$ cat src/rtl/ppe_stm_access_ctrl.sv
// PPE-side access controller for the shared table memory: a buffered write port,
// NUM_EM exact-match read ports and same-cycle write-to-read forwarding.
module ppe_stm_access_ctrl #(
    parameter int NUM_EM    = 2,
    parameter int NUM_CHUNK = 4,
    parameter int CHUNK_W   = 72,
    parameter int ADDR_W    = 17,
    parameter int RD_LAT    = 2,
    parameter int WQ_DEPTH  = 4
) (
    input  logic                                cclk,
    input  logic                                rst,
    input  logic                                wr_req_valid,
    output logic                                wr_req_ready,
    input  logic [ADDR_W-1:0]                   wr_req_addr,
    input  logic [NUM_CHUNK-1:0]                wr_req_chunk_en,
    input  logic [NUM_CHUNK*CHUNK_W-1:0]        wr_req_data,
    input  logic                                tbl_wr_hold,
    input  logic [NUM_EM-1:0]                   em_req_valid,
    input  logic [NUM_EM*ADDR_W-1:0]            em_req_addr,
    input  logic [NUM_EM*NUM_CHUNK-1:0]         em_req_chunk_en,
    output logic [NUM_EM-1:0]                   em_rsp_valid,
    output logic [NUM_EM*NUM_CHUNK*CHUNK_W-1:0] em_rsp_data,
    output logic [NUM_CHUNK-1:0]                tbl_wen,
    output logic [NUM_EM*NUM_CHUNK-1:0]         tbl_ren,
    output logic [(NUM_EM+1)*ADDR_W-1:0]        tbl_addr,
    output logic [NUM_CHUNK*CHUNK_W-1:0]        tbl_wdata,
    input  logic [NUM_EM*NUM_CHUNK*CHUNK_W-1:0] tbl_em_rdata,
    output logic [$clog2(WQ_DEPTH):0]           wq_level,
    output logic [15:0]                         fwd_cnt
);
    localparam int ROW_W = NUM_CHUNK * CHUNK_W;
    localparam int PTR_W = $clog2(WQ_DEPTH);
    localparam int LVL_W = PTR_W + 1;

    typedef struct packed {
        logic [ADDR_W-1:0]    addr;
        logic [NUM_CHUNK-1:0] en;
        logic [ROW_W-1:0]     data;
    } wq_entry_t;

    typedef struct packed {
        logic                 vld;
        logic [NUM_CHUNK-1:0] ren;
        logic [NUM_CHUNK-1:0] fwd;
        logic [ROW_W-1:0]     fdata;
    } rd_stage_t;

    wq_entry_t         wq_mem [WQ_DEPTH];
    logic [PTR_W-1:0]  wr_ptr;
    logic [PTR_W-1:0]  rd_ptr;
    logic [LVL_W-1:0]  level_next;
    logic              push;
    logic              pop;

    logic [ADDR_W-1:0]    wr_addr_q;
    logic [ADDR_W-1:0]    rd_addr_q [NUM_EM];
    logic [NUM_EM-1:0]    iss_valid;
    logic [NUM_CHUNK-1:0] fwd_mask [NUM_EM];
    logic                 any_fwd;
    rd_stage_t            pipe [RD_LAT][NUM_EM];

    assign push = wr_req_valid && wr_req_ready;
    assign pop  = (wq_level != '0) && !tbl_wr_hold;

    // NOTE: always_comb gives every output a default first, so no path can infer a latch.
    always_comb begin
        level_next = wq_level;
        if (push && !pop)
            level_next = wq_level + LVL_W'(1);
        else if (pop && !push)
            level_next = wq_level - LVL_W'(1);
    end

    // NOTE: queue storage carries no reset; the pointers and level alone decide what is valid.
    always_ff @(posedge cclk) begin
        if (push)
            wq_mem[wr_ptr] <= '{addr: wr_req_addr, en: wr_req_chunk_en, data: wr_req_data};
    end

    // NOTE: sequential state uses non-blocking assignments so every register samples pre-edge values.
    always_ff @(posedge cclk or posedge rst) begin
        if (rst) begin
            wr_ptr       <= '0;
            rd_ptr       <= '0;
            wq_level     <= '0;
            wr_req_ready <= 1'b0;
            tbl_wen      <= '0;
            wr_addr_q    <= '0;
            tbl_wdata    <= '0;
        end else begin
            wq_level     <= level_next;
            wr_req_ready <= (level_next != LVL_W'(WQ_DEPTH));
            if (push)
                wr_ptr <= wr_ptr + PTR_W'(1);
            if (pop) begin
                rd_ptr    <= rd_ptr + PTR_W'(1);
                tbl_wen   <= wq_mem[rd_ptr].en;
                wr_addr_q <= wq_mem[rd_ptr].addr;
                tbl_wdata <= wq_mem[rd_ptr].data;
            end else begin
                tbl_wen <= '0;
            end
        end
    end

    always_ff @(posedge cclk or posedge rst) begin
        if (rst) begin
            iss_valid <= '0;
            tbl_ren   <= '0;
            for (int i = 0; i < NUM_EM; i++)
                rd_addr_q[i] <= '0;
        end else begin
            iss_valid <= em_req_valid;
            for (int i = 0; i < NUM_EM; i++) begin
                tbl_ren[i*NUM_CHUNK +: NUM_CHUNK] <=
                    em_req_valid[i] ? em_req_chunk_en[i*NUM_CHUNK +: NUM_CHUNK] : '0;
                if (em_req_valid[i])
                    rd_addr_q[i] <= em_req_addr[i*ADDR_W +: ADDR_W];
            end
        end
    end

    always_comb begin
        tbl_addr = '0;
        tbl_addr[ADDR_W-1:0] = wr_addr_q;
        for (int i = 0; i < NUM_EM; i++)
            tbl_addr[(i+1)*ADDR_W +: ADDR_W] = rd_addr_q[i];
    end

    // The macro is read-first, so a write landing in the read's issue cycle must be forwarded.
    always_comb begin
        any_fwd = 1'b0;
        for (int i = 0; i < NUM_EM; i++) begin
            fwd_mask[i] = (wr_addr_q == rd_addr_q[i]) ?
                          (tbl_wen & tbl_ren[i*NUM_CHUNK +: NUM_CHUNK]) : '0;
            if (fwd_mask[i] != '0)
                any_fwd = 1'b1;
        end
    end

    always_ff @(posedge cclk or posedge rst) begin
        if (rst) begin
            for (int s = 0; s < RD_LAT; s++)
                for (int i = 0; i < NUM_EM; i++)
                    pipe[s][i] <= '0;
            fwd_cnt <= '0;
        end else begin
            for (int i = 0; i < NUM_EM; i++) begin
                pipe[0][i].vld   <= iss_valid[i];
                pipe[0][i].ren   <= tbl_ren[i*NUM_CHUNK +: NUM_CHUNK];
                pipe[0][i].fwd   <= fwd_mask[i];
                pipe[0][i].fdata <= tbl_wdata;
                for (int s = 1; s < RD_LAT; s++)
                    pipe[s][i] <= pipe[s-1][i];
            end
            if (any_fwd && fwd_cnt != 16'hFFFF)
                fwd_cnt <= fwd_cnt + 16'd1;
        end
    end

    always_ff @(posedge cclk or posedge rst) begin
        if (rst) begin
            em_rsp_valid <= '0;
            em_rsp_data  <= '0;
        end else begin
            for (int i = 0; i < NUM_EM; i++) begin
                em_rsp_valid[i] <= pipe[RD_LAT-1][i].vld;
                for (int c = 0; c < NUM_CHUNK; c++)
                    em_rsp_data[(i*NUM_CHUNK+c)*CHUNK_W +: CHUNK_W] <=
                        pipe[RD_LAT-1][i].fwd[c] ? pipe[RD_LAT-1][i].fdata[c*CHUNK_W +: CHUNK_W] :
                        pipe[RD_LAT-1][i].ren[c] ? tbl_em_rdata[(i*NUM_CHUNK+c)*CHUNK_W +: CHUNK_W] :
                                                   {CHUNK_W{1'b0}};
            end
        end
    end

endmodule
$ cat config.mk
export PLATFORM = sky130hd
export DESIGN_NAME = ppe_stm_access_ctrl
export DESIGN_NICKNAME = d
export VERILOG_FILES = /design/src/rtl/ppe_stm_access_ctrl.sv
export SDC_FILE = /design/constraint.sdc
export NUM_CORES = 2
export LEC_CHECK = 0
export CORE_AREA = 2 2 731 733
export DETAILED_ROUTE_END_ITERATION = 6
export DIE_AREA = 0 0 733 735
export PLACE_DENSITY = 0.46
export SKIP_CTS_REPAIR_TIMING = 1
export SLEW_MARGIN = 5
export SYNTH_ARGS = -nofsm -noshare
export SYNTH_HDL_FRONTEND = slang
export SYNTH_SLANG_ARGS = --single-unit
$ cat constraint.sdc
create_clock -name cclk -period 49.9 [get_ports cclk]
set_input_delay 7.485 -clock cclk [delete_from_list [all_inputs] [get_ports cclk]]
set_output_delay 7.485 -clock cclk [all_outputs]
set_load 0.03 [all_outputs]
==> results.tsv <==
stage	metric	value	unit
routing	DR WL/cell	29.3	um
routing	Pre-antenna DRT Iters	7	
logic_synthesis	Yosys cell types	38	
placed_design	RD Place Congestion	0.902	
critical_path	Crit path largest cell delay	0.78	ns
logic_synthesis	top cells by count, synth	dfrtp_1 (1567), edfxtp_1 (1236), nand2_1 (947)	
critical_path	Worst EP arrival	13.21	ns
global_route	largest net degree at the start of global routing	79	
logic_synthesis	count of warnings emitted by yosys	0	
routing	Starting DRT DRC Count	4282	
placed_design	area post-placement	122000	um2
floorplanning	core area	531000	um2
sta	Pins Over Slew Limit	0	
sta	RSZ-0062 raised after global routing	false	
logic_synthesis	Post-synth EDFFs	1236	
routing	DR vias/cell	3.87	
floorplanning	# IOs	1882	
placed_design	PortBufs	1881	
sta	Final Skew	0.105	ns
clocking	cts bufs inserted	319	
sta	Fmax	81.4	MHz
logic_synthesis	count leader, synth	dfrtp_1	
critical_path	CP max stage cell	buf_4	
sta	relative slew slack	24.9	%
critical_path	Max FO, Critical Path	72	
sta	final setup violation count	0	
floorplanning	Total Die Area	539000	um2
routing	ANT nets after route	0	
global_route	first-pass GRT wire length	557	mm
logic_synthesis	Seq/Total Area, Yosys	80.8	%
floorplanning	Die Span X	733	um
routing	DRC	0	
clocking	clk slew on worst S/H paths	0.06	ns
critical_path	critical path endpoint category	async pin	
logic_synthesis	syn_area_per_cell	18.5	um2
worst_hold_path	Hold Path Class	reg -> reg	
critical_path	CP Launch Type	input port	
global_route	initial antenna violation count	266	
logic_synthesis	mapped cell area	94500	um2
final_layout	Layout fillers	54500	
sta	period utilization	24.6	%
critical_path	crit-path cells	clkdlybuf4s50_1, clkinvlp_4, buf_4, buf_4, buf_4, buf_4, buf_4, buf_4, buf_4	
global_route	vias in the first global route	58700	
power	P_leak	51.7	nW
sta	TNS Setup	0	ns
clocking	CTS H-Tree Depth	5	
final_layout	design area	133000	um2
clocking	Clock Sinks	2803	
routing	Vias	56100	
sta	final hold vios	0	
clocking	clk buf depth	4	
global_route	global-route usage over all layers	15.2	%
final_layout	synthesis-to-finish area growth	40.8	%
floorplanning	Initial Utilization	17.8	%
logic_synthesis	Synth area leaders	dfrtp_1 (41%), edfxtp_1 (39%), mux4_2 (7.4%)	
global_route	GR Overflow Total	0	
clocking	clk_lat worst skew	0.96	ns
logic_synthesis	Synth top area share	41.5	%
critical_path	Crit Path Category	in -> async	
floorplanning	Die Y	735	um
clocking	Root Driver	clkbuf_16	
logic_synthesis	number of cells produced by synthesis	5098	
logic_synthesis	ys async rst share	55.9	%
power	pwr dens	57.4	nW/um2
sta	Slew @ Worst Pin	1.13	ns
routing	routed wire length	425	mm
logic_synthesis	main flop type after synthesis	dfrtp_1	
final_layout	share of layout cells above drive strength 1	13.3	%
outcome	outcome	finished, final reports clean	
run	Max-Cap Viols	0	
floorplanning	FP Rows	268	
clocking	CTS tree	built	
final_layout	nets@finish	8081	
critical_path	r2r worst-path depth	7	
logic_synthesis	Syn Nets	6039	
sta	final worst path period need	12.29	ns
logic_synthesis	Synth Register Bits	2803	
logic_synthesis	largest area contributor in the netlist	dfrtp_1	
critical_path	WP data required	50.82	ns
worst_hold_path	Hold Path Depth	0	
placed_design	post-DP HPWL	326	mm
power	peak supply drop	0.0000382	V
critical_path	cell mode on critical path	buf_4	
[critical path, delay by kind of cell]
kind	cells	cell delay (ns)
buf+inv	9	5.45
[cell families (layout without fill, tap and decap cells)]
kind of cell             Yosys count  count (layout)  synth area share, %
other                              0              68                    0
multiplexers                     347             347                 7.82
XOR/XNOR                          52              52                0.482
buffers and inverters            278            2587                 1.17
adder cells (fa/ha/maj)           10              10                0.127
flip-flops                      2803            2803                 80.8
AND/OR/NAND/NOR                 1025            1025                 4.27
AO/OA/AOI/OAI                    583             583                 5.36
[state kept, by name (all words and copies together), names as in the netlist]
register	cells
wr_req_ready	1
em_rsp_data	576
tbl_addr	34
tbl_wdata	288
wq_mem	1236
wr_ptr	2
pipe	612
wq_level	3
tbl_ren	8
em_rsp_valid	2
iss_valid	2
rd_ptr	2
tbl_wen	4
fwd_cnt	16
wr_addr_q	17
[final cells by class]
class | instances | area, um2 | share of cell area [%]
antenna | 68 | 170 | 0.128
clock buffer | 460 | 9180 | 6.90
sequential | 2803 | 76400 | 57.4
timing repair buffer | 1992 | 19700 | 14.8
clock inverter | 128 | 1710 | 1.29
multi-input combinational | 2017 | 17200 | 12.9
inverter | 7 | 30.0 | 0.0226
tap | 7020 | 8780 | 6.60
[routing by layer]
layer,GRT usage (%),wire [um],vias up
li1,-,-,23100
met1,18.5,169000,29500
met2,24.4,196000,2472
met3,6.54,45000,765
met4,4.37,14300,156
met5,0,1030,-
[through the flow]
| stage | power, mW | hold slack [ns] | util [%] | instances | setup slack (ns) |
|---|---|---|---|---|---|
| 4_1_cts | 7.79 | 0.279 | 25.0 | 14400 | 37.45 |
| 2_1_floorplan | 4.29 | 0.331 | - | 5098 | 20.71 |
| 6_report | 7.65 | 0.302 | 25.1 | 14500 | 37.61 |
| 5_1_grt | 7.98 | 0.299 | 25.0 | 14400 | 36.82 |
| 3_5_place_dp | 5.34 | 0.335 | 23.0 | 13800 | 36.42 |
| 3_3_place_gp | 5.33 | 0.331 | 23.0 | 13800 | 36.59 |
[path summary, 6_finish.rpt]
kind | startpoint | end | slack, ns
min reg2reg | pipe[777] | pipe[183] | 0.30
min in group asynchronous | rst | pipe[734] | 7.00
max | rst | pipe[775] | 37.61
min | pipe[777] | pipe[183] | 0.30
max reg2reg | rd_ptr[0] | tbl_wdata[212] | 44.82
max in group cclk | wr_req_valid | wq_mem[2][39] | 38.92
[power breakdown]
group          total [mW]  switching (mW)  internal [mW]  leakage, nW
clock network        2.41            1.01           1.40         5.30
logic                1.82            1.14          0.679         15.1
registers            3.42           0.425           3.00         31.2
[placed cells by master, fill, tap and decap left out, types with 5 or more instances in the layout]
master / instances
ha_1: 8
and3_1: 9
o21ai_0: 9
mux4_2: 309
nand2_1: 947
inv_1: 6
clkbuf_1: 82
edfxtp_1: 1236
clkbuf_8: 52
clkbuf_16: 326
clkinvlp_4: 8
nor2_1: 9
nand3_1: 10
buf_4: 114
clkinv_16: 18
dfrtp_4: 10
mux2_2: 36
clkinv_1: 13
clkinv_8: 5
nand4_1: 11
xor2_1: 7
diode_2: 68
clkinv_2: 49
xnor2_1: 45
a22o_1: 568
dfrtp_1: 1557
clkdlybuf4s50_1: 1873
clkinv_4: 6
nor2b_4: 8
bufinv_16: 19
and2_1: 13
No activity file was read; power rests on OpenSTA's default activity.
